File: config.mk
export PLATFORM = sky130hd
export DESIGN_NAME = hub75_rx
export DESIGN_NICKNAME = d
export VERILOG_FILES = /design/src/rtl/hub75_pkg.sv /design/src/rtl/hub75_rx_sync.sv /design/src/rtl/hub75_rx.sv
export SDC_FILE = /design/constraint.sdc
export NUM_CORES = 2
export LEC_CHECK = 0
export BUFFER_PORTS_ARGS = -buffer_cell sky130_fd_sc_hd__buf_2
export CAP_MARGIN = 20
export CORE_ASPECT_RATIO = 2
export CORE_MARGIN = 2
export CORE_UTILIZATION = 57
export DETAILED_ROUTE_END_ITERATION = 10
export PLACE_DENSITY = 0.8
export SETUP_SLACK_MARGIN = 0.1
export SYNTH_ARGS = -nofsm -noshare
export SYNTH_HDL_FRONTEND = slang
export SYNTH_SLANG_ARGS = --single-unit
File: constraint.sdc
create_clock -name clk -period 40.7 [get_ports clk]
set_input_delay 4.07 -clock clk [delete_from_list [all_inputs] [get_ports clk]]
set_output_delay 4.07 -clock clk [all_outputs]
set_load 0.01 [all_outputs]
File: src/rtl/hub75_pkg.sv
// Shared types and constants for the HUB75 receive decoder.
`timescale 1ns/1ps
package hub75_pkg;

  localparam int unsigned HUB75_BPP  = 8;
  localparam int unsigned HUB75_SEGS = 2;

  typedef struct packed {
    logic [HUB75_BPP-1:0] r;
    logic [HUB75_BPP-1:0] g;
    logic [HUB75_BPP-1:0] b;
  } rgb_t;

  typedef enum logic [1:0] {
    HUB75_IDLE  = 2'd0,
    HUB75_SHIFT = 2'd1,
    HUB75_FLUSH = 2'd2
  } hub75_rx_state_e;

endpackage

File: src/rtl/hub75_rx_sync.sv
// Two-flop synchroniser bank; the low EW bits also get a rising-edge detect.
`timescale 1ns/1ps
module hub75_rx_sync
  import hub75_pkg::*;
#(
  parameter int unsigned W  = 2,
  parameter int unsigned EW = 1
) (
  input  logic            clk,
  input  logic            rst,
  input  logic [W-1:0]    i_async,
  output logic [W-EW-1:0] o_level,
  output logic [EW-1:0]   o_rise_c
);

  logic [W-1:0]  r_s1;
  logic [W-1:0]  r_s2;
  logic [EW-1:0] r_s3;

  always_ff @(posedge clk or posedge rst) begin
    if (rst) begin
      r_s1 <= '0;
      r_s2 <= '0;
      r_s3 <= '0;
    end else begin
      r_s1 <= i_async;
      r_s2 <= r_s1;
      r_s3 <= r_s2[EW-1:0];
    end
  end

  assign o_level  = r_s2[W-1:EW];
  assign o_rise_c = r_s2[EW-1:0] & ~r_s3;

endmodule

File: src/rtl/hub75_rx.sv
// HUB75 receive decoder: rebuilds bit-planes into pixels and writes a framebuffer.
// Optional statistics counters are enabled by defining HUB75_RX_STATS_EN.
`timescale 1ns/1ps
module hub75_rx
  import hub75_pkg::*;
#(
  parameter int unsigned hpixel_p = 64,
  parameter int unsigned vpixel_p = 64,
  parameter int unsigned bpp_p    = 8
) (
  input  logic                                  clk,
  input  logic                                  rst,
  input  logic                                  i_enable,
  input  logic                                  i_hub_clk,
  input  logic                                  i_stb,
  input  logic                                  i_oe,
  input  logic [$clog2(vpixel_p/2)-1:0]         i_row,
  input  logic [2:0]                            i_rgb1,
  input  logic [2:0]                            i_rgb2,
  output logic [$clog2(hpixel_p*vpixel_p)-1:0]  o_wr_addr,
  output logic [3*bpp_p-1:0]                    o_wr_data,
  output logic                                  o_wr_en,
  output logic                                  o_frame_done,
`ifdef HUB75_RX_STATS_EN
  output logic [15:0]                           o_len_err_cnt,
  output logic [15:0]                           o_row_err_cnt,
  output logic [15:0]                           o_overrun_cnt,
  output logic [31:0]                           o_oe_cycles,
`endif
  output logic                                  o_err
);

  localparam int unsigned ROW_W   = $clog2(vpixel_p/HUB75_SEGS);
  localparam int unsigned ADDR_W  = $clog2(hpixel_p*vpixel_p);
  localparam int unsigned HC_W    = $clog2(hpixel_p);
  localparam int unsigned COL_W   = $clog2(hpixel_p+2);
  localparam int unsigned PLANE_W = $clog2(bpp_p);
  localparam int unsigned FL_W    = $clog2(HUB75_SEGS*hpixel_p);
  localparam int unsigned LANE_W  = 6;
`ifdef HUB75_RX_STATS_EN
  localparam int unsigned LVL_W   = ROW_W + LANE_W + 1;
`else
  localparam int unsigned LVL_W   = ROW_W + LANE_W;
`endif

  localparam logic [1:0] S_IDLE  = HUB75_IDLE;
  localparam logic [1:0] S_SHIFT = HUB75_SHIFT;
  localparam logic [1:0] S_FLUSH = HUB75_FLUSH;

  localparam logic [COL_W-1:0]   COL_FULL   = COL_W'(hpixel_p);
  localparam logic [COL_W-1:0]   COL_SAT    = COL_W'(hpixel_p+1);
  localparam logic [PLANE_W-1:0] PLANE_LAST = PLANE_W'(bpp_p-1);
  localparam logic [FL_W-1:0]    FL_LAST    = FL_W'(HUB75_SEGS*hpixel_p-1);
  localparam logic [ROW_W-1:0]   ROW_LAST   = ROW_W'(vpixel_p/HUB75_SEGS-1);

  logic [LVL_W-1:0]   w_level;
  logic [1:0]         w_rise;
  logic               w_hub_rise;
  logic               w_stb_rise;
  logic [ROW_W-1:0]   w_row;
  logic [2:0]         w_rgb1;
  logic [2:0]         w_rgb2;

  logic [1:0]         r_state;
  logic [1:0]         w_state_nxt;
  logic [PLANE_W-1:0] r_plane_cnt;
  logic [COL_W-1:0]   r_col_cnt;
  logic [ROW_W-1:0]   r_cur_row;
  logic [FL_W-1:0]    r_flush_cnt;
  logic               r_wr_en;
  logic               r_wr_last;
  logic [ADDR_W-1:0]  r_wr_addr;
  logic [3*bpp_p-1:0] r_wr_data;
  logic               r_frame_done;
  logic               r_err;

  logic               w_store;
  logic [PLANE_W-1:0] w_store_idx;
  logic               w_len_err;
  logic               w_row_err;
  logic               w_overrun;

  logic [LANE_W-1:0]  r_shift [hpixel_p];
  logic [LANE_W-1:0]  r_plane [bpp_p][hpixel_p];

  logic               w_seg;
  logic [HC_W-1:0]    w_col;
  logic [ADDR_W-1:0]  w_addr;
  logic [bpp_p-1:0]   w_r;
  logic [bpp_p-1:0]   w_g;
  logic [bpp_p-1:0]   w_b;

`ifdef HUB75_RX_STATS_EN
  logic               w_oe;
  hub75_rx_sync #(.W(LVL_W+2), .EW(2)) u_sync (
    .clk      (clk),
    .rst      (rst),
    .i_async  ({i_row, i_rgb1, i_rgb2, i_oe, i_stb, i_hub_clk}),
    .o_level  (w_level),
    .o_rise_c (w_rise)
  );
  assign {w_row, w_rgb1, w_rgb2, w_oe} = w_level;
`else
  logic               w_unused_oe;
  assign w_unused_oe = i_oe;
  hub75_rx_sync #(.W(LVL_W+2), .EW(2)) u_sync (
    .clk      (clk),
    .rst      (rst),
    .i_async  ({i_row, i_rgb1, i_rgb2, i_stb, i_hub_clk}),
    .o_level  (w_level),
    .o_rise_c (w_rise)
  );
  assign {w_row, w_rgb1, w_rgb2} = w_level;
`endif

  assign w_hub_rise = w_rise[0];
  assign w_stb_rise = w_rise[1];

  // Next state plus latch decisions; a row-change restarts the row at plane 0.
  always_comb begin
    w_state_nxt = r_state;
    w_store     = 1'b0;
    w_store_idx = '0;
    w_len_err   = 1'b0;
    w_row_err   = 1'b0;
    w_overrun   = 1'b0;
    if (!i_enable) begin
      w_state_nxt = S_IDLE;
    end else begin
      case (r_state)
        S_IDLE: w_state_nxt = S_SHIFT;
        S_SHIFT: begin
          if (w_stb_rise) begin
            if (r_col_cnt != COL_FULL) begin
              w_len_err = 1'b1;
            end else begin
              w_store = 1'b1;
              if (r_plane_cnt != '0 && w_row != r_cur_row) begin
                w_row_err = 1'b1;
              end else begin
                w_store_idx = r_plane_cnt;
                if (r_plane_cnt == PLANE_LAST) w_state_nxt = S_FLUSH;
              end
            end
          end
        end
        S_FLUSH: begin
          w_overrun = w_stb_rise;
          if (r_flush_cnt == FL_LAST) w_state_nxt = S_SHIFT;
        end
        default: w_state_nxt = S_IDLE;
      endcase
    end
  end

  // Flush read-out: segment 0 columns first, then segment 1.
  always_comb begin
    w_seg  = r_flush_cnt[FL_W-1];
    w_col  = r_flush_cnt[HC_W-1:0];
    w_addr = {w_seg, r_cur_row, w_col};
    w_r    = '0;
    w_g    = '0;
    w_b    = '0;
    for (int k = 0; k < int'(bpp_p); k++) begin
      w_r[k] = w_seg ? r_plane[k][w_col][2] : r_plane[k][w_col][5];
      w_g[k] = w_seg ? r_plane[k][w_col][1] : r_plane[k][w_col][4];
      w_b[k] = w_seg ? r_plane[k][w_col][0] : r_plane[k][w_col][3];
    end
  end

  always_ff @(posedge clk or posedge rst) begin
    if (rst) begin
      r_state      <= S_IDLE;
      r_plane_cnt  <= '0;
      r_col_cnt    <= '0;
      r_cur_row    <= '0;
      r_flush_cnt  <= '0;
      r_wr_en      <= 1'b0;
      r_wr_last    <= 1'b0;
      r_wr_addr    <= '0;
      r_wr_data    <= '0;
      r_frame_done <= 1'b0;
      r_err        <= 1'b0;
    end else begin
      r_state      <= w_state_nxt;
      r_wr_en      <= 1'b0;
      r_wr_last    <= 1'b0;
      r_frame_done <= r_wr_en & r_wr_last;
      if (w_len_err || w_row_err || w_overrun) r_err <= 1'b1;
      if (r_state == S_IDLE) begin
        r_plane_cnt <= '0;
        r_col_cnt   <= '0;
        r_cur_row   <= '0;
        r_flush_cnt <= '0;
      end else begin
        if (w_stb_rise) begin
          r_col_cnt <= '0;
        end else if (w_hub_rise && r_col_cnt != COL_SAT) begin
          r_col_cnt <= r_col_cnt + COL_W'(1);
        end
        if (w_store) begin
          r_plane_cnt <= (w_store_idx == PLANE_LAST) ? '0 : w_store_idx + PLANE_W'(1);
          if (w_store_idx == '0) r_cur_row <= w_row;
        end
        if (r_state == S_FLUSH) begin
          r_wr_en     <= 1'b1;
          r_wr_addr   <= w_addr;
          r_wr_data   <= {w_r, w_g, w_b};
          r_wr_last   <= (r_flush_cnt == FL_LAST) && (r_cur_row == ROW_LAST);
          r_flush_cnt <= r_flush_cnt + FL_W'(1);
        end
      end
    end
  end

  // Shift register: newest lane pair enters column 0, oldest ends at the top column.
  always_ff @(posedge clk) begin
    if (r_state != S_IDLE && w_hub_rise) begin
      r_shift[0] <= {w_rgb1, w_rgb2};
      for (int c = 1; c < int'(hpixel_p); c++) r_shift[c] <= r_shift[c-1];
    end
    if (w_store) r_plane[w_store_idx] <= r_shift;
  end

`ifdef HUB75_RX_STATS_EN
  logic [15:0] r_len_err_cnt;
  logic [15:0] r_row_err_cnt;
  logic [15:0] r_overrun_cnt;
  logic [31:0] r_oe_cycles;

  always_ff @(posedge clk or posedge rst) begin
    if (rst) begin
      r_len_err_cnt <= '0;
      r_row_err_cnt <= '0;
      r_overrun_cnt <= '0;
      r_oe_cycles   <= '0;
    end else begin
      if (w_len_err && r_len_err_cnt != 16'hFFFF) r_len_err_cnt <= r_len_err_cnt + 16'd1;
      if (w_row_err && r_row_err_cnt != 16'hFFFF) r_row_err_cnt <= r_row_err_cnt + 16'd1;
      if (w_overrun && r_overrun_cnt != 16'hFFFF) r_overrun_cnt <= r_overrun_cnt + 16'd1;
      if (!w_oe) r_oe_cycles <= r_oe_cycles + 32'd1;
    end
  end

  assign o_len_err_cnt = r_len_err_cnt;
  assign o_row_err_cnt = r_row_err_cnt;
  assign o_overrun_cnt = r_overrun_cnt;
  assign o_oe_cycles   = r_oe_cycles;
`endif

  assign o_wr_addr    = r_wr_addr;
  assign o_wr_data    = r_wr_data;
  assign o_wr_en      = r_wr_en;
  assign o_frame_done = r_frame_done;
  assign o_err        = r_err;

endmodule

==> impl_metrics.env <==
export IMPL_setup_tns_ps=0
export IMPL_fill_cells=13830
export IMPL_synth_edf_count=3456
export IMPL_synth_nets=5864
export IMPL_slew_viol_final=0
export IMPL_relSlewSlack=0.05187
export IMPL_power_uw=6790
export IMPL_grt_max_degree=153
export IMPL_drive_above_1_share=0.2075
export IMPL_end_kind="flip-flop"
export IMPL_area_delta_synth_final_pct=9.875
export IMPL_synth_cells=5841
export IMPL_post_drt_wl_per_cell_um=36.20
export IMPL_grt_pass1_vias=65440
export IMPL_ctsResizeCount=0
export IMPL_track_usage=0.2789
export IMPL_ioPinCount=56
export IMPL_portBuffers=54
export IMPL_drt_iter0_markers=9198
export IMPL_chipHeight_um=682.8
export IMPL_seqPwrFrac=0.588
export IMPL_finClkSkew_ps=72.58
export IMPL_crit_path_start_kind="input port"
export IMPL_cts_root_buf="clkbuf_16"
export IMPL_p_clk_frac=0.410
export IMPL_num_rows=249
export IMPL_totalWireLength_um=333600
export IMPL_ys_warnings_count=0
export IMPL_worstReg2RegStart="r_cur_row[3]"
export IMPL_synth_area_per_cell_um2=22.48
export IMPL_die_area_mm2=0.2345
export IMPL_synth_area_mm2=0.1313
export IMPL_post_route_drc_count=0
export IMPL_antenna_found_initial=11
export IMPL_ys_seq_elements=3548
export IMPL_cts_setup_buffers=0
export IMPL_min_path_type="flip-flop to flip-flop"
export IMPL_finalCritPeriodShare=0.2119
export IMPL_path_max_fanout=66
export IMPL_path_clk_slew_ps=70
export IMPL_cellPowerDensity_mw_per_mm2=47.06
export IMPL_grt_pass1_wl_um=466200
export IMPL_hpwl_um=185000
export IMPL_switching_share=0.1894
export IMPL_worstPathArrival_ps=9100
export IMPL_p_leak_uw=0.03966
export IMPL_postRouteAntennaNets=0
export IMPL_via_per_inst=6.989
export IMPL_cts_buffers_inserted=276
export IMPL_synth_most_common_cell="edfxtp_1"
export IMPL_p_int_uw=5504
export IMPL_holdBufCountCts=0
export IMPL_outcome="finished, final reports clean"
export IMPL_rsz0062_at_grt="false"
export IMPL_cts_sinks=3548
export IMPL_hold_viol=0
export IMPL_synth_top_area_cell="edfxtp_1"
export IMPL_initial_utilization=0.5720
export IMPL_fmax_ghz=0.1160
export IMPL_async_flop_share=0.02593
export IMPL_period_needed_ps=8624
export IMPL_hold_start="u_sync.r_s1[11]"
export IMPL_clock_path_buffers=4
export IMPL_synth_top_area_share=0.7902
export IMPL_nets=6016
export IMPL_r2r_setup_slack_ps=34230
export IMPL_ir_drop_mv=0.03756
export IMPL_drv_cap=0
export IMPL_setup_viol=0
export IMPL_vias=64410
export IMPL_drt_pass1_iterations=8
export IMPL_cts_tree="yes"
export IMPL_grt_ovfl_total=0
export IMPL_power_net_switching_uw=1286
export IMPL_die_x_um=343.4
export IMPL_required_ps=41180
export IMPL_synthTopCellsByArea="edfxtp_1 79%, mux4_2 10%, mux2i_1 2.3%"
export IMPL_yosysSeqAreaShare=0.8078
export IMPL_coreArea_mm2=0.2296
export IMPL_tightest_slew_ps=1414
export IMPL_htree_levels=5
export IMPL_ys_types=61
export IMPL_critPathLaunch="i_enable"
export IMPL_clock_latency_ps=890
export IMPL_ys_flop_type="edfxtp_1"
export IMPL_comb_power_share=0.002
export IMPL_synthTopCellsByCount="3456 x edfxtp_1, 599 x mux4_2, 306 x mux2i_1"
export IMPL_path_class="input port to flip-flop"
export IMPL_place_congestion=0.9006
-- area by class of cell --
| type | count | area, um^2 | area share |
|---|---|---|---|
| Inverter | 11 | 43.79 | 0.0003035 |
| Timing Repair Buffer | 190 | 1480 | 0.01026 |
| Tap cell | 3012 | 3769 | 0.02612 |
| Antenna cell | 6 | 15.01 | 0.0001041 |
| Clock inverter | 137 | 1572 | 0.01089 |
| Multi-Input combinational cell | 1966 | 23760 | 0.1647 |
| Clock buffer | 346 | 7555 | 0.05236 |
| Sequential cell | 3548 | 106100 | 0.7353 |
-- cell families after synthesis --
kind of cell	after synthesis	synth area share
DFF	3548	0.8078
muxes	959	0.1307
xor gates and xnor gates	13	0.0008670
AOI/OAI and AO/OA	600	0.03141
and+or+nand+nor	388	0.01610
adders and majority gates	6	0.0005716
buffers and inverters	327	0.01260
-- through the flow --
| step | instance area (um^2) | hold WS [ps] | setup slack [ps] | instances | utilization |
|---|---|---|---|---|---|
| finish | 144300 | 350.9 | 32080 | 9216 | 0.6284 |
| global route | 144300 | 357.4 | 31820 | 9212 | 0.6284 |
| CTS | 144200 | 360.7 | 32120 | 9204 | 0.6279 |
| detailed placement | 135000 | 336.3 | 31350 | 8721 | 0.5881 |
| global placement | 135000 | 341.2 | 31580 | 8719 | 0.5881 |
| floorplan | 131300 | 331.2 | 6563 | 5841 | - |
-- path summary, 6_finish.rpt --
check / to / cells after the start
max in group asynchronous: r_flush_cnt[0] / 3
min in group asynchronous: o_wr_addr[11] / 2
hold / removal: u_sync.r_s2[11] / 0
setup / recovery: r_plane[6][239] / 9
setup reg to reg: r_plane[6][239] / 10
hold reg to reg: u_sync.r_s2[11] / 0
-- metal layers --
metal,vias to the layer above,global-route usage,wire length [um]
li1,24890,-,-
met1,33370,0.3126,100100
met2,4957,0.4874,174200
met3,1177,0.04150,30030
met4,10,0.1982,29320
met5,-,0,59
-- cell usage in the layout (no fill, tap or decap), types with 8 or more instances in the layout --
cell type / n
nor2_1: 56
buf_2: 57
nand3_1: 27
clkinv_1: 38
clkbuf_1: 45
o22ai_1: 191
nor4_1: 71
a211o_1: 13
buf_4: 118
clkbuf_8: 13
a211oi_1: 102
clkbuf_16: 288
nand2_1: 81
mux2i_1: 306
clkinv_2: 33
nand4_1: 15
o21ai_0: 36
mux2_2: 54
or4_1: 8
mux4_2: 599
clkinvlp_4: 18
a22oi_1: 115
edfxtp_1: 3456
o211ai_1: 57
buf_12: 10
bufinv_16: 32
a21oi_1: 43
dfrtp_1: 87
nor2b_1: 64
inv_1: 9
a32oi_1: 14
inv_6: 9
-- state kept, by name (all words and copies together) (netlist names), 2 cells and up --
name and cells:
r_shift 384, o_wr_addr 12, r_plane 3072, r_plane_cnt 3, u_sync.r_s3 2, r_state 2, r_flush_cnt 7, o_wr_data 24
r_col_cnt 7, r_cur_row 5, u_sync.r_s1 13, u_sync.r_s2 13
-- power groups by stage --
| stage | Combinational (uW) | Clock, uW | Sequential, uW |
|---|---|---|---|
| after floorplan | 6.64 | 0 | 4070 |
| after global placement | 12.5 | 0 | 4070 |
| after detailed placement | 13.0 | 0 | 4070 |
| after CTS | 12.9 | 2790 | 3990 |
| after global routing | 13.7 | 2910 | 3990 |
| final | 12.7 | 2780 | 3990 |
-- worst max-delay path: stages --
cell and delay [ps]:
buf_2 130, nand4_1 350, nor2b_1 380, nand2_1 290
nor3b_2 270, buf_4 740, buf_4 920, buf_4 950
buf_4 870
Power figures use the tool's default switching activity.
